### config.mk
export PLATFORM = sky130hd
export DESIGN_NAME = da_lut_reader_flat
export DESIGN_NICKNAME = d
export VERILOG_FILES = /design/src/rtl/da_lut_reader_if.sv /design/src/rtl/da_lut_reader.sv /design/src/flat_wrapper.sv
export SDC_FILE = /design/constraint.sdc
export NUM_CORES = 2
export LEC_CHECK = 0
export ABC_AREA = 1
export BUFFER_PORTS_ARGS = -buffer_cell sky130_fd_sc_hd__buf_2
export CORE_AREA = 10 10 412 414
export DETAILED_ROUTE_END_ITERATION = 10
export DIE_AREA = 0 0 422 424
export PLACE_DENSITY = 0.67
export SLEW_MARGIN = 5
export SYNTH_ARGS = -nofsm -noshare
export SYNTH_HDL_FRONTEND = slang
export SYNTH_SLANG_ARGS = --single-unit
### constraint.sdc
create_clock -name clk -period 14.1 [get_ports clk]
set_input_delay 0.705 -clock clk [delete_from_list [all_inputs] [get_ports clk]]
set_output_delay 0.705 -clock clk [all_outputs]
set_load 0.02 [all_outputs]
### src/rtl/da_lut_reader_if.sv
// Weight-load / LUT-lookup bundle between the stimulus source and the DA LUT reader.
// Producer drives load, weights and lookup addresses; consumer returns status and LUT data.
interface da_lut_reader_if #(
    parameter int unsigned K            = 8,
    parameter int unsigned DATA_WIDTH_B = 8
);
    localparam int unsigned OUT_W = DATA_WIDTH_B + $clog2(K);

    logic                               load;
    logic [K-1:0][DATA_WIDTH_B-1:0]     B_in;
    logic                               addr_valid;
    logic [K-2:0]                       addr_in;
    logic                               busy;
    logic                               ready;
    logic                               lut_valid;
    logic signed [OUT_W-1:0]            lut_data;
    logic                               drop_err;

    modport master (
        output load, B_in, addr_valid, addr_in,
        input  busy, ready, lut_valid, lut_data, drop_err
    );

    modport slave (
        input  load, B_in, addr_valid, addr_in,
        output busy, ready, lut_valid, lut_data, drop_err
    );
endinterface

### src/rtl/da_lut_reader.sv
// Captures K signed weights, builds the half-size offset-binary DA LUT one entry
// per cycle, then serves (K-1)-bit lookups with one cycle of latency.
module da_lut_reader #(
    parameter int unsigned K            = 8,
    parameter int unsigned DATA_WIDTH_B = 8
) (
    input  logic              clk,
    input  logic              rst,
    da_lut_reader_if.slave    bus
);
    localparam int unsigned OUT_W = DATA_WIDTH_B + $clog2(K);
    localparam int unsigned DEPTH = 2 ** (K - 1);
    localparam int unsigned CNT_W = K - 1;
    localparam logic [CNT_W-1:0] CNT_LAST = CNT_W'(DEPTH - 1);

    typedef enum logic [1:0] {
        S_IDLE  = 2'd0,
        S_BUILD = 2'd1,
        S_READY = 2'd2
    } state_t;

    state_t                           state;
    logic [CNT_W-1:0]                 cnt;
    logic [K-1:0][DATA_WIDTH_B-1:0]   weights;
    logic signed [OUT_W-1:0]          lut [DEPTH];
    logic signed [OUT_W-1:0]          entry_c;
    logic                             write_c;

    // Offset-binary entry for the current build index; MSB weight always adds.
    always_comb begin
        entry_c = OUT_W'($signed(weights[K-1]));
        for (int i = 0; i < int'(K) - 1; i++) begin
            if (cnt[i])
                entry_c = entry_c + OUT_W'($signed(weights[i]));
            else
                entry_c = entry_c - OUT_W'($signed(weights[i]));
        end
    end

    // A load in BUILD restarts the build, so that cycle writes nothing.
    assign write_c = (state == S_BUILD) && !bus.load;

    always_ff @(posedge clk) begin
        if (write_c)
            lut[cnt] <= entry_c;
    end

    always_ff @(posedge clk or posedge rst) begin
        if (rst) begin
            state         <= S_IDLE;
            cnt           <= '0;
            weights       <= '0;
            bus.busy      <= 1'b0;
            bus.ready     <= 1'b0;
            bus.lut_valid <= 1'b0;
            bus.lut_data  <= '0;
            bus.drop_err  <= 1'b0;
        end else begin
            bus.lut_valid <= 1'b0;

            // Any lookup not actually served is a drop, including one that collides with load.
            if (bus.addr_valid && ((state != S_READY) || bus.load))
                bus.drop_err <= 1'b1;

            case (state)
                S_IDLE: begin
                    if (bus.load) begin
                        weights  <= bus.B_in;
                        cnt      <= '0;
                        bus.busy <= 1'b1;
                        state    <= S_BUILD;
                    end
                end

                S_BUILD: begin
                    if (bus.load) begin
                        weights <= bus.B_in;
                        cnt     <= '0;
                    end else if (cnt == CNT_LAST) begin
                        cnt       <= '0;
                        bus.busy  <= 1'b0;
                        bus.ready <= 1'b1;
                        state     <= S_READY;
                    end else begin
                        cnt <= cnt + CNT_W'(1);
                    end
                end

                S_READY: begin
                    if (bus.load) begin
                        weights   <= bus.B_in;
                        cnt       <= '0;
                        bus.ready <= 1'b0;
                        bus.busy  <= 1'b1;
                        state     <= S_BUILD;
                    end else if (bus.addr_valid) begin
                        bus.lut_valid <= 1'b1;
                        bus.lut_data  <= lut[bus.addr_in];
                    end
                end

                default: begin
                    bus.busy  <= 1'b0;
                    bus.ready <= 1'b0;
                    state     <= S_IDLE;
                end
            endcase
        end
    end
endmodule

### src/flat_wrapper.sv
// flat-port wrapper written by rule: the top's interface ports become plain ports
module da_lut_reader_flat 
#(
    parameter int unsigned K            = 8,
    parameter int unsigned DATA_WIDTH_B = 8
)
  (clk, rst, bus_load, bus_B_in, bus_addr_valid, bus_addr_in, bus_busy, bus_ready, bus_lut_valid, bus_lut_data, bus_drop_err);
  da_lut_reader_if #(.K(K), .DATA_WIDTH_B(DATA_WIDTH_B)) bus_i ();
  input  logic clk;
  input  logic rst;
  input wire logic [$bits(bus_i.load)-1:0] bus_load;
  input wire logic [$bits(bus_i.B_in)-1:0] bus_B_in;
  input wire logic [$bits(bus_i.addr_valid)-1:0] bus_addr_valid;
  input wire logic [$bits(bus_i.addr_in)-1:0] bus_addr_in;
  output wire logic [$bits(bus_i.busy)-1:0] bus_busy;
  output wire logic [$bits(bus_i.ready)-1:0] bus_ready;
  output wire logic [$bits(bus_i.lut_valid)-1:0] bus_lut_valid;
  output wire logic [$bits(bus_i.lut_data)-1:0] bus_lut_data;
  output wire logic [$bits(bus_i.drop_err)-1:0] bus_drop_err;
  assign bus_i.load = bus_load;
  assign bus_i.B_in = bus_B_in;
  assign bus_i.addr_valid = bus_addr_valid;
  assign bus_i.addr_in = bus_addr_in;
  assign bus_busy = bus_i.busy;
  assign bus_ready = bus_i.ready;
  assign bus_lut_valid = bus_i.lut_valid;
  assign bus_lut_data = bus_i.lut_data;
  assign bus_drop_err = bus_i.drop_err;
  da_lut_reader #(.K(K), .DATA_WIDTH_B(DATA_WIDTH_B)) u_core (.clk(clk), .rst(rst), .bus(bus_i));
endmodule
* Word level (Yosys, flattened, before mapping) *
Memory sizes are Yosys's and may differ from the RTL's. A register that Yosys moved wholly into a read port is not among the register bits.
Cells that the tools add are included.

storage, ports and cells
  memory bits (writable) = 1408
  bits in registers = 77
  memories = 1
  bits of input ports = 75

memories
  memory      depth  width  rd ports  clocked after Yosys merged registers in  wr ports  RTL line             source
  u_core.lut  128    11     1         1                                        1         da_lut_reader.sv:25  logic signed [OUT_W-1:0] lut [DEPTH];

operators by class
  reduce and logical (&&, ||, !) cells = 13
  add/subtract/negate cells = 15
  bitwise operators = 2
  equality and inequality tests = 8
  multiplexer cells = 28

operator list
  operator                                             number
  two-way mux 11 bit                                   7
  adder 11 x 8 -> 11 bit                               6
  subtractor 11 x 8 -> 11 bit                          6
  two-way mux 7 bit                                    3
  case mux 7 bit (2 select lines)                      1
  two-way mux 1 bit                                    11
  adder 8 x 8 -> 9 bit                                 1
  subtractor 8 x 8 -> 9 bit                            1
  != test 2 bit, second input constant                 4
  adder 7 x 1 -> 7 bit, second input constant          1
  equality test 7 bit, second input constant           1
  two-way mux 2 bit                                    3
  AND reduction 3 bit                                  2
  case mux 2 bit (2 select lines)                      1
  AND reduction 2 bit                                  2
  AND reduction 4 bit                                  1
  case mux 1 bit (3 select lines)                      1
  OR reduction 3 bit                                   1
  equality test 2 x 1 -> 1 bit, second input constant  1
  equality test 2 bit, second input constant           1
  logical AND 1 bit                                    2
  logical NOT 2 bit                                    1
  != test 2 x 1 -> 1 bit, second input constant        1
  NOT 1 bit                                            2
  other kinds (5)                                      5

* Logic depth before layout (Yosys ltp) *
  word-level depth = 14
  mapped depth = 52
  depth with buffers taken out = 52

* Worst setup path after synthesis *
OpenSTA, ideal clock, no wires.

  kind = register to register
  start = register u_core.weights[0] in the netlist's numbering
  end = memory u_core.lut[0][9] in the netlist's numbering (data pin)
  setup slack = 3299 ps
  arrival = 9936 ps
  cell stages (with the launch flop) = 44
  cells stage by stage = dfrtp_1 > inv_1 > ha_1 > inv_1 > o21ai_0 > inv_1 > fa_1 > xnor2_1 > ha_1 > inv_1 > o21ai_0 > xor2_1 > inv_1 > ha_1 > xnor2_1 > inv_1 > ha_1 > inv_1 > (+8 left out) > inv_1 > ha_1 > nand2_1 > inv_1 > nand2_1 > nand2_1 > a21oi_1 > nor2_1 > o21ai_0 > nand2_1 > xor2_1 > inv_1 > ha_1 > nand2_1 > a21oi_1 > a211oi_1 > o311ai_0 > xor2_1

on the way
  word-level cells in the longest chain between the ends = 14

RTL lines
  what                                                                          RTL line                                  source
  start, declared                                                               da_lut_reader.sv:24                       logic [K-1:0][DATA_WIDTH_B-1:0] weights;
  start signal, assigned                                                        da_lut_reader.sv:68                       weights <= bus.B_in;
  start signal, assigned                                                        da_lut_reader.sv:77                       weights <= bus.B_in;
  start signal, assigned                                                        da_lut_reader.sv:91                       weights <= bus.B_in;
  subtractor 8 x 8 -> 9 bit / adder 8 x 8 -> 9 bit (equally long branches)      da_lut_reader.sv:36, da_lut_reader.sv:34
  two-way mux 11 bit (*)                                                        da_lut_reader.sv:33                       if (cnt[i])
  subtractor 11 x 8 -> 11 bit / adder 11 x 8 -> 11 bit (equally long branches)  da_lut_reader.sv:36, da_lut_reader.sv:34
  two-way mux 11 bit (*)                                                        da_lut_reader.sv:33
  subtractor 11 x 8 -> 11 bit / adder 11 x 8 -> 11 bit (equally long branches)  da_lut_reader.sv:36, da_lut_reader.sv:34
  two-way mux 11 bit (*)                                                        da_lut_reader.sv:33
  subtractor 11 x 8 -> 11 bit / adder 11 x 8 -> 11 bit (equally long branches)  da_lut_reader.sv:36, da_lut_reader.sv:34
  two-way mux 11 bit (*)                                                        da_lut_reader.sv:33
  subtractor 11 x 8 -> 11 bit / adder 11 x 8 -> 11 bit (equally long branches)  da_lut_reader.sv:36, da_lut_reader.sv:34
  two-way mux 11 bit (*)                                                        da_lut_reader.sv:33
  subtractor 11 x 8 -> 11 bit / adder 11 x 8 -> 11 bit (equally long branches)  da_lut_reader.sv:36, da_lut_reader.sv:34
  two-way mux 11 bit (*)                                                        da_lut_reader.sv:33
  subtractor 11 x 8 -> 11 bit / adder 11 x 8 -> 11 bit (equally long branches)  da_lut_reader.sv:36, da_lut_reader.sv:34
  two-way mux 11 bit (*)                                                        da_lut_reader.sv:33
  named net u_core.entry_c[9]                                                   da_lut_reader.sv:26                       logic signed [OUT_W-1:0] entry_c;
  end, declared                                                                 da_lut_reader.sv:25

The timed path passes the listed nets; every way through them passes the cells marked *.

* Final worst setup path *
  start = register u_core.weights[0] in the netlist's numbering
  end = memory u_core.lut[13][8] in the netlist's numbering (data pin)

Same word-level chain as after synthesis.

==> reports/metrics.yaml <==
grt.total_usage_pct: 18.0
cp-start-kind: "register"
ys_seq_area_share_pct: 69.4
initial_core_util_pct: 39.6
cts_tree: "done"
syn-cell-area_sq_mm: 0.0641
setup_ws_ps: 4330
synthFlopType: "edfxtp_1"
finalNetCount: 5759
dr.pass1.iters: 6
n_fill_cell: 14522
max_freq_mhz: 102
top_layer_used: "met4"
area_growth_pct: 11.4
die_area_sq_mm: 0.179
m1WireLength_microns: 68500
antenna_found_initial: 2
setup_violations: 0
core-area_sq_mm: 0.162
wl_met3_microns: 14100
synthDistinctLibCells: 36
cap_violations: 0
hold_viol_final: 0
cts_buffers: 153
crit_top_cell: "inv_1"
post-place-ws_ps: 4420
routed_wl_microns: 167000
hp-class: "input port to register"
rsz0062_at_grt: "no"
multi_input_area_sq_mm: 0.0172
io_pins: 90
setup_tns_ps: 0
remaining_drc_errors: 0
grt_max_degree: 193
outcome: "finished clean"
dpl.hpwl_microns: 95100
synth-seq-cells: 1496
dr_total_vias: 43324
drive_gt1_share_pct: 7.01
grt_pass1_vias: 41498
finalMaxSlewViolations: 0
avgRoutedWirePerCell_microns: 21.1
critPathKind: "register to register"
min_delay_worst_endpoint: "u_core.weights[36]"
cts_buffer_depth: 3
wl_met2_microns: 79300
cp_data_arrival_time_ps: 10180
grt_pass1_wl_microns: 253000
post-route-period-util_pct: 69.3
reg2reg_to: "u_core.lut[13][8]"
end_kind: "register"
yosysWarnings: 0
drt_iter0_drc: 4814
die_y_microns: 424
design_area_sq_mm: 0.0714
floorplan.rows: 148
max_stage_delay_ps: 1010
vias_per_cell: 5.48
grt_overflow: 0
period_minus_slack_ps: 9770
cts.reportedPaths.clkPinSlew_ps: 60
slew_headroom_pct: 10.8
die_w_microns: 422
dpl-instance-area_sq_mm: 0.0665
routabilityCongestion: 0.883
synth_area_per_cell_sq_um: 11.4
cts_setup_buffers: 0
crit_fanout: 88
max_slew.worst_pin.slew_ps: 1340
synth_cells: 5609
clock_sinks: 1496
ant_nets: 0
hold_depth: 3
syn_nets: 5767
final_util_pct: 44.1
r2r_slack_ps: 4330
ctsResizeCount: 0
hold_path.startpoint: "bus_B_in[36]"
root_buffer: "clkbuf_16"
port_buffers: 89
seq_area_sq_mm: 0.0445
synth_edf_count: 1408
critical_path.slowest_cell: "xor2_4"
cts_hold_buffers: 1
r2r_cells: 37
async_flop_share_pct: 5.88
crit_required_ps: 14500
fin_skew_ps: 47.7
cts-htree-levels: 4
r2r_start: "u_core.weights[0]"
clock_latency_ps: 780
## Yosys cell counts, drive strengths merged (4+ instances only)
cell type	number	share of area, %
a211oi	4	0.047
a21o	5	0.059
a21oi	113	0.88
a31oi	10	0.098
buf	159	1.5
clkbuf	181	1.1
clkinv	4	0.023
dfrtp	88	3.4
edfxtp	1408	66
fa	7	0.22
ha	76	1.5
inv	219	1.3
nand2	998	5.8
nand3	628	4.9
nor2	710	4.2
nor3	18	0.14
o21ai	609	4.8
o21bai	7	0.082
o22ai	248	2.4
xnor2	24	0.33
xor2	75	1.0
## flip-flops by register name, indices dropped and copies added (netlist names)
| signal | count |
|---|---|
| u_core.state | 2 |
| u_core.bus.lut_data | 11 |
| u_core.bus.drop_err | 1 |
| u_core.bus.busy | 1 |
| u_core.lut | 1408 |
| u_core.weights | 64 |
| u_core.bus.ready | 1 |
| u_core.bus.lut_valid | 1 |
| u_core.cnt | 7 |
## per-stage QoR
stage | hold WS [ps] | std cells
5_1_grt | 115 | 7898
3_3_place_gp | 437 | 7620
4_1_cts | 86.7 | 7898
2_1_floorplan | 453 | 5609
3_5_place_dp | 444 | 7620
6_report | 131 | 7899
## critical path, delay by kind of cell (launching register included)
| family | cells | cell delay, ps |
|---|---|---|
| AND/OR/NAND/NOR | 4 | 360 |
| AO/OA/AOI/OAI | 8 | 2230 |
| flip-flops | 1 | 380 |
| adder cells (fa/ha/maj) | 8 | 2840 |
| XOR/XNOR | 7 | 1990 |
| buffers and inverters | 10 | 1560 |
## routing by layer
| layer | vias up | track usage, % |
|---|---|---|
| met3 | 271 | 3.27 |
| met2 | 1880 | 29.3 |
| met1 | 21249 | 24.3 |
| li1 | 19924 | - |
| met4 | 0 | 5.79 |
| met5 | - | 0 |
## layout by cell type, fill, tap and decap left out, types with 5 or more instances in the layout
cell	n
buf_12	6
ha_1	75
a21o_1	5
o21ai_0	568
clkinv_2	25
fa_1	7
o21bai_1	7
a31oi_1	10
a21oi_1	113
buf_2	85
nand3_1	628
nor2_1	709
xor2_4	5
o21ai_1	41
o22ai_1	248
clkbuf_16	154
clkinv_16	5
nand2_1	997
inv_6	6
buf_4	82
dfrtp_1	88
edfxtp_1	1408
xor2_1	70
xnor2_1	21
clkbuf_1	42
bufinv_16	9
inv_1	213
nor3_1	18
clkinv_1	32
## worst max path at each step
stage / from / endpoint / cells after the start
floorplan: u_core.weights[0] / u_core.lut[0][9] / 43
global placement: u_core.weights[0] / u_core.lut[55][8] / 37
detailed placement: u_core.weights[0] / u_core.lut[55][8] / 36
CTS: u_core.weights[0] / u_core.lut[77][8] / 36
global route: u_core.weights[0] / u_core.lut[40][10] / 52
finish: u_core.weights[0] / u_core.lut[13][8] / 37
## layout make-up
type / instances / area share (%)
sequential: 1496 / 62.3
multi-input combinational: 3550 / 24.1
clock buffer: 198 / 5.66
tap: 2175 / 3.81
timing repair buffer: 177 / 1.70
inverter: 223 / 1.22
clock inverter: 79 / 1.12
antenna: 1 / 0.00351
## kinds of logic after synthesis
group                    after synthesis  synth area share, %
flip-flops                          1496                 69.4
AO/OA/AOI/OAI                       1006                 8.47
AND/OR/NAND/NOR                     2362                 15.1
buffers and inverters                563                 3.91
XOR/XNOR                              99                 1.35
adder cells (fa/ha/maj)               83                 1.70
Power is not shown: default switching activity piles up to over one toggle a cycle in this logic, so the estimate is an artifact.
